--- config.mk ---
export PLATFORM = sky130hd
export DESIGN_NAME = uc_arbiter
export DESIGN_NICKNAME = d
export VERILOG_FILES = /design/src/rtl/sat_pkg.sv /design/src/rtl/uc_fifo.sv /design/src/rtl/uc_arbiter.sv
export SDC_FILE = /design/constraint.sdc
export NUM_CORES = 1
export LEC_CHECK = 0
export ABC_AREA = 1
export ABC_CLOCK_PERIOD_IN_PS = 5200
export CORE_MARGIN = 3
export CORE_UTILIZATION = 45
export DETAILED_ROUTE_END_ITERATION = 12
export DONT_BUFFER_PORTS = 1
export PLACE_DENSITY_LB_ADDON = 0.3
export SYNTH_ARGS = -nofsm -noshare
export SYNTH_HDL_FRONTEND = slang
export SYNTH_SLANG_ARGS = --single-unit
--- constraint.sdc ---
create_clock -name clk -period 5.2 [get_ports clk]
set_input_delay 1.04 -clock clk [delete_from_list [all_inputs] [get_ports clk]]
set_output_delay 1.04 -clock clk [all_outputs]
set_load 0.005 [all_outputs]
--- src/rtl/sat_pkg.sv ---
// Shared types and sizing for the SAT unit-clause path: literal encoding,
// arbiter state encoding and literal field helpers.
package sat_pkg;
  localparam int NUM_ENGINE  = 4;
  localparam int NUM_VARS    = 64;
  localparam int UCQ_DEPTH   = 8;
  localparam int STACK_DEPTH = 64;
  localparam int VAR_W       = $clog2(NUM_VARS);
  localparam int LIT_W       = VAR_W + 1;

  // Literal = {sign, var}; sign 1 means the variable is negated.
  typedef logic [LIT_W-1:0] lit_t;

  typedef enum logic [2:0] {
    UCA_IDLE,
    UCA_CHECK,
    UCA_BCAST,
    UCA_CONFLICT,
    UCA_DONE
  } uca_state_e;

  function automatic logic [VAR_W-1:0] lit_var(input lit_t l);
    return l[VAR_W-1:0];
  endfunction

  function automatic logic lit_sign(input lit_t l);
    return l[LIT_W-1];
  endfunction
endpackage

--- src/rtl/uc_fifo.sv ---
// Small synchronous FIFO with wrap-bit pointers, a flush that drops all
// contents, and a sticky overflow flag for writes attempted while full.
module uc_fifo #(
  parameter int WIDTH = 8,
  parameter int DEPTH = 8
) (
  input  logic             clk,
  input  logic             rst_n,
  input  logic             wr_en_i,
  input  logic [WIDTH-1:0] wr_data_i,
  input  logic             rd_en_i,
  input  logic             flush_i,
  output logic [WIDTH-1:0] rd_data_o,
  output logic             full_o,
  output logic             empty_o,
  output logic             overflow_o
);
  localparam int PW = $clog2(DEPTH);

  logic [WIDTH-1:0] mem_q [DEPTH];
  logic [PW:0]      wr_ptr_q;
  logic [PW:0]      rd_ptr_q;
  logic             overflow_q;

  assign empty_o    = (wr_ptr_q == rd_ptr_q);
  assign full_o     = (wr_ptr_q[PW] != rd_ptr_q[PW]) &&
                      (wr_ptr_q[PW-1:0] == rd_ptr_q[PW-1:0]);
  assign rd_data_o  = mem_q[rd_ptr_q[PW-1:0]];
  assign overflow_o = overflow_q;

  always_ff @(posedge clk) begin
    if (rst_n) begin
      wr_ptr_q   <= '0;
      rd_ptr_q   <= '0;
      overflow_q <= 1'b0;
    end else begin
      if (wr_en_i && full_o) overflow_q <= 1'b1;
      // A flush wins over a same-cycle write so nothing slips in behind it.
      if (flush_i) begin
        rd_ptr_q <= wr_ptr_q;
      end else begin
        if (wr_en_i && !full_o) wr_ptr_q <= wr_ptr_q + (PW+1)'(1);
        if (rd_en_i && !empty_o) rd_ptr_q <= rd_ptr_q + (PW+1)'(1);
      end
    end
  end

  always_ff @(posedge clk) begin
    if (wr_en_i && !full_o && !flush_i) mem_q[wr_ptr_q[PW-1:0]] <= wr_data_i;
  end
endmodule

--- src/rtl/uc_arbiter.sv ---
// Unit-clause arbiter: checks queued unit literals against the assignment
// table, broadcasts new assignments to all engines and logs them on a stack.
module uc_arbiter
  import sat_pkg::*;
(
  input  logic                  clk,
  input  logic                  rst_n,
  input  logic                  halt,
  input  lit_t                  mem2uca,
  input  logic                  mem2uca_valid,
  input  logic                  mem2uca_done,
  output logic                  ucq_full,
  output logic                  ucq_overflow,
  output lit_t                  bcast_lit,
  output logic                  bcast_valid,
  input  logic [NUM_ENGINE-1:0] eng_ack,
  output logic                  conflict,
  output logic                  uca_done,
  input  logic                  mstack_pop,
  output logic                  mstack_empty,
  output lit_t                  mstack_lit
);
  localparam int SP_W = $clog2(STACK_DEPTH) + 1;

  uca_state_e            state_q, state_d;
  lit_t                  lit_q, lit_d;
  logic [NUM_ENGINE-1:0] ack_mask_q, ack_mask_d;
  logic                  done_seen_q;
  logic [NUM_VARS-1:0]   assigned_q;
  logic [NUM_VARS-1:0]   value_q;
  lit_t                  stack_q [STACK_DEPTH];
  logic [SP_W-1:0]       sp_q;
  lit_t                  mstack_lit_q;
  logic [SP_W-2:0]       below_idx;

  logic fifo_rd, fifo_flush, fifo_empty;
  lit_t fifo_head;
  logic push, pop;

  uc_fifo #(.WIDTH(LIT_W), .DEPTH(UCQ_DEPTH)) u_fifo (
    .clk        (clk),
    .rst_n      (rst_n),
    .wr_en_i    (mem2uca_valid),
    .wr_data_i  (mem2uca),
    .rd_en_i    (fifo_rd),
    .flush_i    (fifo_flush),
    .rd_data_o  (fifo_head),
    .full_o     (ucq_full),
    .empty_o    (fifo_empty),
    .overflow_o (ucq_overflow)
  );

  assign below_idx = sp_q[SP_W-2:0] - (SP_W-1)'(2);

  always_comb begin
    state_d    = state_q;
    lit_d      = lit_q;
    ack_mask_d = ack_mask_q;
    fifo_rd    = 1'b0;
    fifo_flush = 1'b0;
    push       = 1'b0;
    pop        = 1'b0;
    case (state_q)
      UCA_IDLE: begin
        if (!halt) begin
          if (!fifo_empty) begin
            fifo_rd = 1'b1;
            lit_d   = fifo_head;
            state_d = UCA_CHECK;
          end else if (done_seen_q) begin
            state_d = UCA_DONE;
          end
        end
      end
      UCA_CHECK: begin
        if (lit_var(lit_q) == '0) begin
          state_d = UCA_IDLE;
        end else if (!assigned_q[lit_var(lit_q)]) begin
          push    = 1'b1;
          state_d = UCA_BCAST;
        end else if (value_q[lit_var(lit_q)] == lit_sign(lit_q)) begin
          state_d = UCA_IDLE;
        end else begin
          fifo_flush = 1'b1;
          state_d    = UCA_CONFLICT;
        end
      end
      UCA_BCAST: begin
        if ((ack_mask_q | eng_ack) == '1) begin
          ack_mask_d = '0;
          state_d    = UCA_IDLE;
        end else begin
          ack_mask_d = ack_mask_q | eng_ack;
        end
      end
      default: ;
    endcase
    // Pops are confined to states that never push, so the two cannot collide.
    if (mstack_pop && (sp_q != '0) &&
        (state_q == UCA_IDLE || state_q == UCA_CONFLICT || state_q == UCA_DONE))
      pop = 1'b1;
  end

  always_ff @(posedge clk) begin
    if (rst_n) begin
      state_q      <= UCA_IDLE;
      lit_q        <= '0;
      ack_mask_q   <= '0;
      done_seen_q  <= 1'b0;
      assigned_q   <= '0;
      value_q      <= '0;
      sp_q         <= '0;
      mstack_lit_q <= '0;
    end else begin
      state_q     <= state_d;
      lit_q       <= lit_d;
      ack_mask_q  <= ack_mask_d;
      done_seen_q <= done_seen_q | mem2uca_done;
      if (push) begin
        assigned_q[lit_var(lit_q)] <= 1'b1;
        value_q[lit_var(lit_q)]    <= lit_sign(lit_q);
        sp_q                       <= sp_q + SP_W'(1);
        mstack_lit_q               <= lit_q;
      end else if (pop) begin
        assigned_q[lit_var(mstack_lit_q)] <= 1'b0;
        sp_q                              <= sp_q - SP_W'(1);
        mstack_lit_q <= (sp_q > SP_W'(1)) ? stack_q[below_idx] : '0;
      end
    end
  end

  always_ff @(posedge clk) begin
    if (push) stack_q[sp_q[SP_W-2:0]] <= lit_q;
  end

  assign bcast_valid  = (state_q == UCA_BCAST);
  assign bcast_lit    = bcast_valid ? lit_q : '0;
  assign conflict     = (state_q == UCA_CONFLICT);
  assign uca_done     = (state_q == UCA_DONE);
  assign mstack_empty = (sp_q == '0);
  assign mstack_lit   = mstack_lit_q;
endmodule

==> flow_summary.json <==
{
  "cp-start-kind": "flip-flop",
  "die_area_sq_um": 67200,
  "design.core.area_sq_um": 63200,
  "power_density_nw_per_um2": 534,
  "final_common_cell": "nor2_1",
  "slowest_stage": "dfxtp_4",
  "critPathTopFamily": "simple AND/OR/NAND/NOR gates",
  "maxCapViolCount": 0,
  "drive_gt1_frac": 0.0640,
  "antenna_found_initial": 1,
  "via_count": 21534,
  "p_total_mw": 17.0,
  "cp_max_fo": 55,
  "nets": 2913,
  "relSlewSlack": 0.217,
  "postCtsSetupBuffers": 0,
  "ir_drop_v": 0.000466,
  "viasPerCell": 5.69,
  "gp_congestion": 0.916,
  "period_share": 0.761,
  "arrival_ns": 4.20,
  "max_stage_delay_ns": 0.72,
  "drt-total-wl_microns": 76500,
  "cts.repair.resized": 0,
  "crit_path_frequent_cell": "nand2_1",
  "synth-seq-cells": 670,
  "clkLatencyLatePin_ns": 0.62,
  "globalRoute.totalOverflow": 0,
  "die_w_microns": 259,
  "synthesis.instances": 2960,
  "cp.required_ns": 5.44,
  "drcViolationCount": 0,
  "drv_slew": 0,
  "yosysTopAreaCell": "edfxtp_1",
  "ys_types": 34,
  "clock_path_buffers": 3,
  "grt_pass1_wl_microns": 118000,
  "synth_top_area_frac": 0.525,
  "io_pins": 37,
  "netlist_top_cells_area": "edfxtp_1, dfxtp_1, nor2_1",
  "ys_seq_area_frac": 0.640,
  "rsz0062_at_grt": "no",
  "status": "finished, final reports clean",
  "drt_iter0_drc": 2212,
  "grt_max_degree": 158,
  "ant_nets": 0,
  "layout_common_cells": "nor2_1, edfxtp_1, nand2_1, o21ai_0, nand3_1",
  "cts.sinks": 670,
  "cts_max_level": 3,
  "crit_chain": "inv_2 -> nand2_1 -> nand2_1 -> nand2_1 -> nand2_1 -> nand2_1 -> nand2_1 -> nand2_1 -> nand2_1 -> nor2_2 -> nand3_1 -> buf_4 -> or2_1 -> nor2_1",
  "dp_slack_ns": 1.31,
  "postCtsHoldBufs": 0,
  "max_freq_mhz": 253,
  "root_buffer": "clkbuf_16",
  "syn_area_sq_um": 28800,
  "path_class": "reg -> reg",
  "grtUsageTotal": 0.226,
  "p_leak_nw": 10.9,
  "syn_area_per_cell_sq_um": 9.74,
  "dpl.hpwl_microns": 45700,
  "finalCriticalPeriod_ns": 3.96,
  "initial_core_util": 0.456,
  "worst_hold_slack_ns": 0.447,
  "synth_warnings": 0,
  "dr.pass1.iters": 6,
  "tightest_slew_ns": 1.17,
  "worst-path-buf-inv": 2,
  "final-hold-violation-count": 0,
  "n_antenna_cell": 0,
  "fin_skew_ns": 0.0233,
  "synth_fp_nets": 2988,
  "tns_ns": 0,
  "cts_tree": "yes",
  "num_rows": 92,
  "holdCritPathClass": "reg -> reg",
  "wl_per_cell_microns": 20.2,
  "cp-end-kind": "flip-flop",
  "clk_pin_slew_worst_paths_ns": 0.06,
  "fin_ws_ns": 1.24,
  "fillCellCount": 5634,
  "syn_to_final_growth_pct": 10.1,
  "final-setup-viol-count": 0,
  "grt_pass1_vias": 20614,
  "fp.dieH_microns": 259,
  "cts_buffers": 70,
  "portBuffers": 0
}
==> cells in the mapped netlist <==
cell,count
nor3_1,17
inv_2,5
ha_1,11
buf_2,29
clkbuf_1,138
inv_4,1
or2_1,1
edfxtp_1,504
inv_1,129
nand2_2,1
nor2_1,595
a22o_1,1
o32ai_1,14
o2111ai_1,1
o211ai_1,114
a31oi_1,9
buf_1,14
o21ai_0,366
xor2_1,9
a21oi_1,147
nor2_2,5
o21a_1,1
or2_2,7
nand3_1,184
nor2_4,5
buf_4,7
clkinv_1,2
nand2_1,446
buf_6,4
o21ai_1,22
dfxtp_1,166
nand3b_1,1
nand4_1,2
xnor2_1,2
==> flip-flops by register name, indices dropped and copies added (netlist names) <==
name and flops:
u_fifo.wr_ptr_q 4, lit_q 7, ack_mask_q 4, u_fifo.overflow_o 1
assigned_q 64, done_seen_q 1, stack_q 448, value_q 64
u_fifo.mem_q 56, sp_q 7, u_fifo.rd_ptr_q 4, mstack_lit 7
state_q 3
==> cell families (layout without fill, tap and decap cells) <==
group | Yosys count | in the layout | synth area share
adder cells (fa/ha/maj) | 11 | 11 | 0.00477
buffers and inverters | 329 | 308 | 0.0461
flip-flops | 670 | 670 | 0.640
XOR/XNOR | 11 | 11 | 0.00334
AO/OA/AOI/OAI | 675 | 675 | 0.130
AND/OR/NAND/NOR | 1264 | 1264 | 0.176
==> tightest hold or removal path, delay by kind of cell, from the launching register on <==
kind                   cells  cell delay, ns
and+or+nand+nor            1            0.04
buffers and inverters      1            0.06
DFF                        1            0.30
==> worst paths after layout <==
path	depth (start not counted)	end	start	slack, ns
setup / recovery	14	stack_q[39][0]	lit_q[0]	1.24
hold / removal	2	value_q[0]	value_q[0]	0.45
setup reg to reg	14	stack_q[39][0]	lit_q[0]	1.24
hold reg to reg	2	value_q[0]	value_q[0]	0.45
==> routing by layer <==
layer / routed length [microns] / vias to the layer above / track usage / part of all wire
li1: - / 10059 / - / -
met1: 33000 / 10373 / 0.314 / 0.43
met2: 35000 / 943 / 0.357 / 0.46
met3: 6130 / 157 / 0.0450 / 0.080
met4: 2410 / 2 / 0.0746 / 0.031
met5: 12 / - / 0 / 0.00016
==> final cells by class <==
cell class,instances,area [sq um],share of cell area
Inverter,137,523,0.0165
Timing Repair Buffer,45,350,0.0110
Sequential cell,670,18500,0.582
Multi-Input combinational cell,1961,9090,0.286
Clock buffer,99,1990,0.0626
Clock inverter,27,250,0.00788
Tap cell,846,1060,0.0333
==> per-stage QoR <==
step,std cells,instance area (sq um),util
after detailed placement,3659,29500,0.467
after CTS,3785,31700,0.502
final,3785,31700,0.502
after global placement,3659,29500,0.467
after global routing,3785,31700,0.502
after floorplan,2960,28800,-
==> report_power, final <==
| part | total (mW) | internal [mW] | switching, mW |
|---|---|---|---|
| Sequential | 6.41 | 6.10 | 0.313 |
| Combinational | 5.65 | 1.46 | 4.19 |
| Clock | 4.89 | 2.87 | 2.02 |
| Total | 17.0 | 10.4 | 6.53 |
Note: power is estimated with default switching activity, not from simulation.
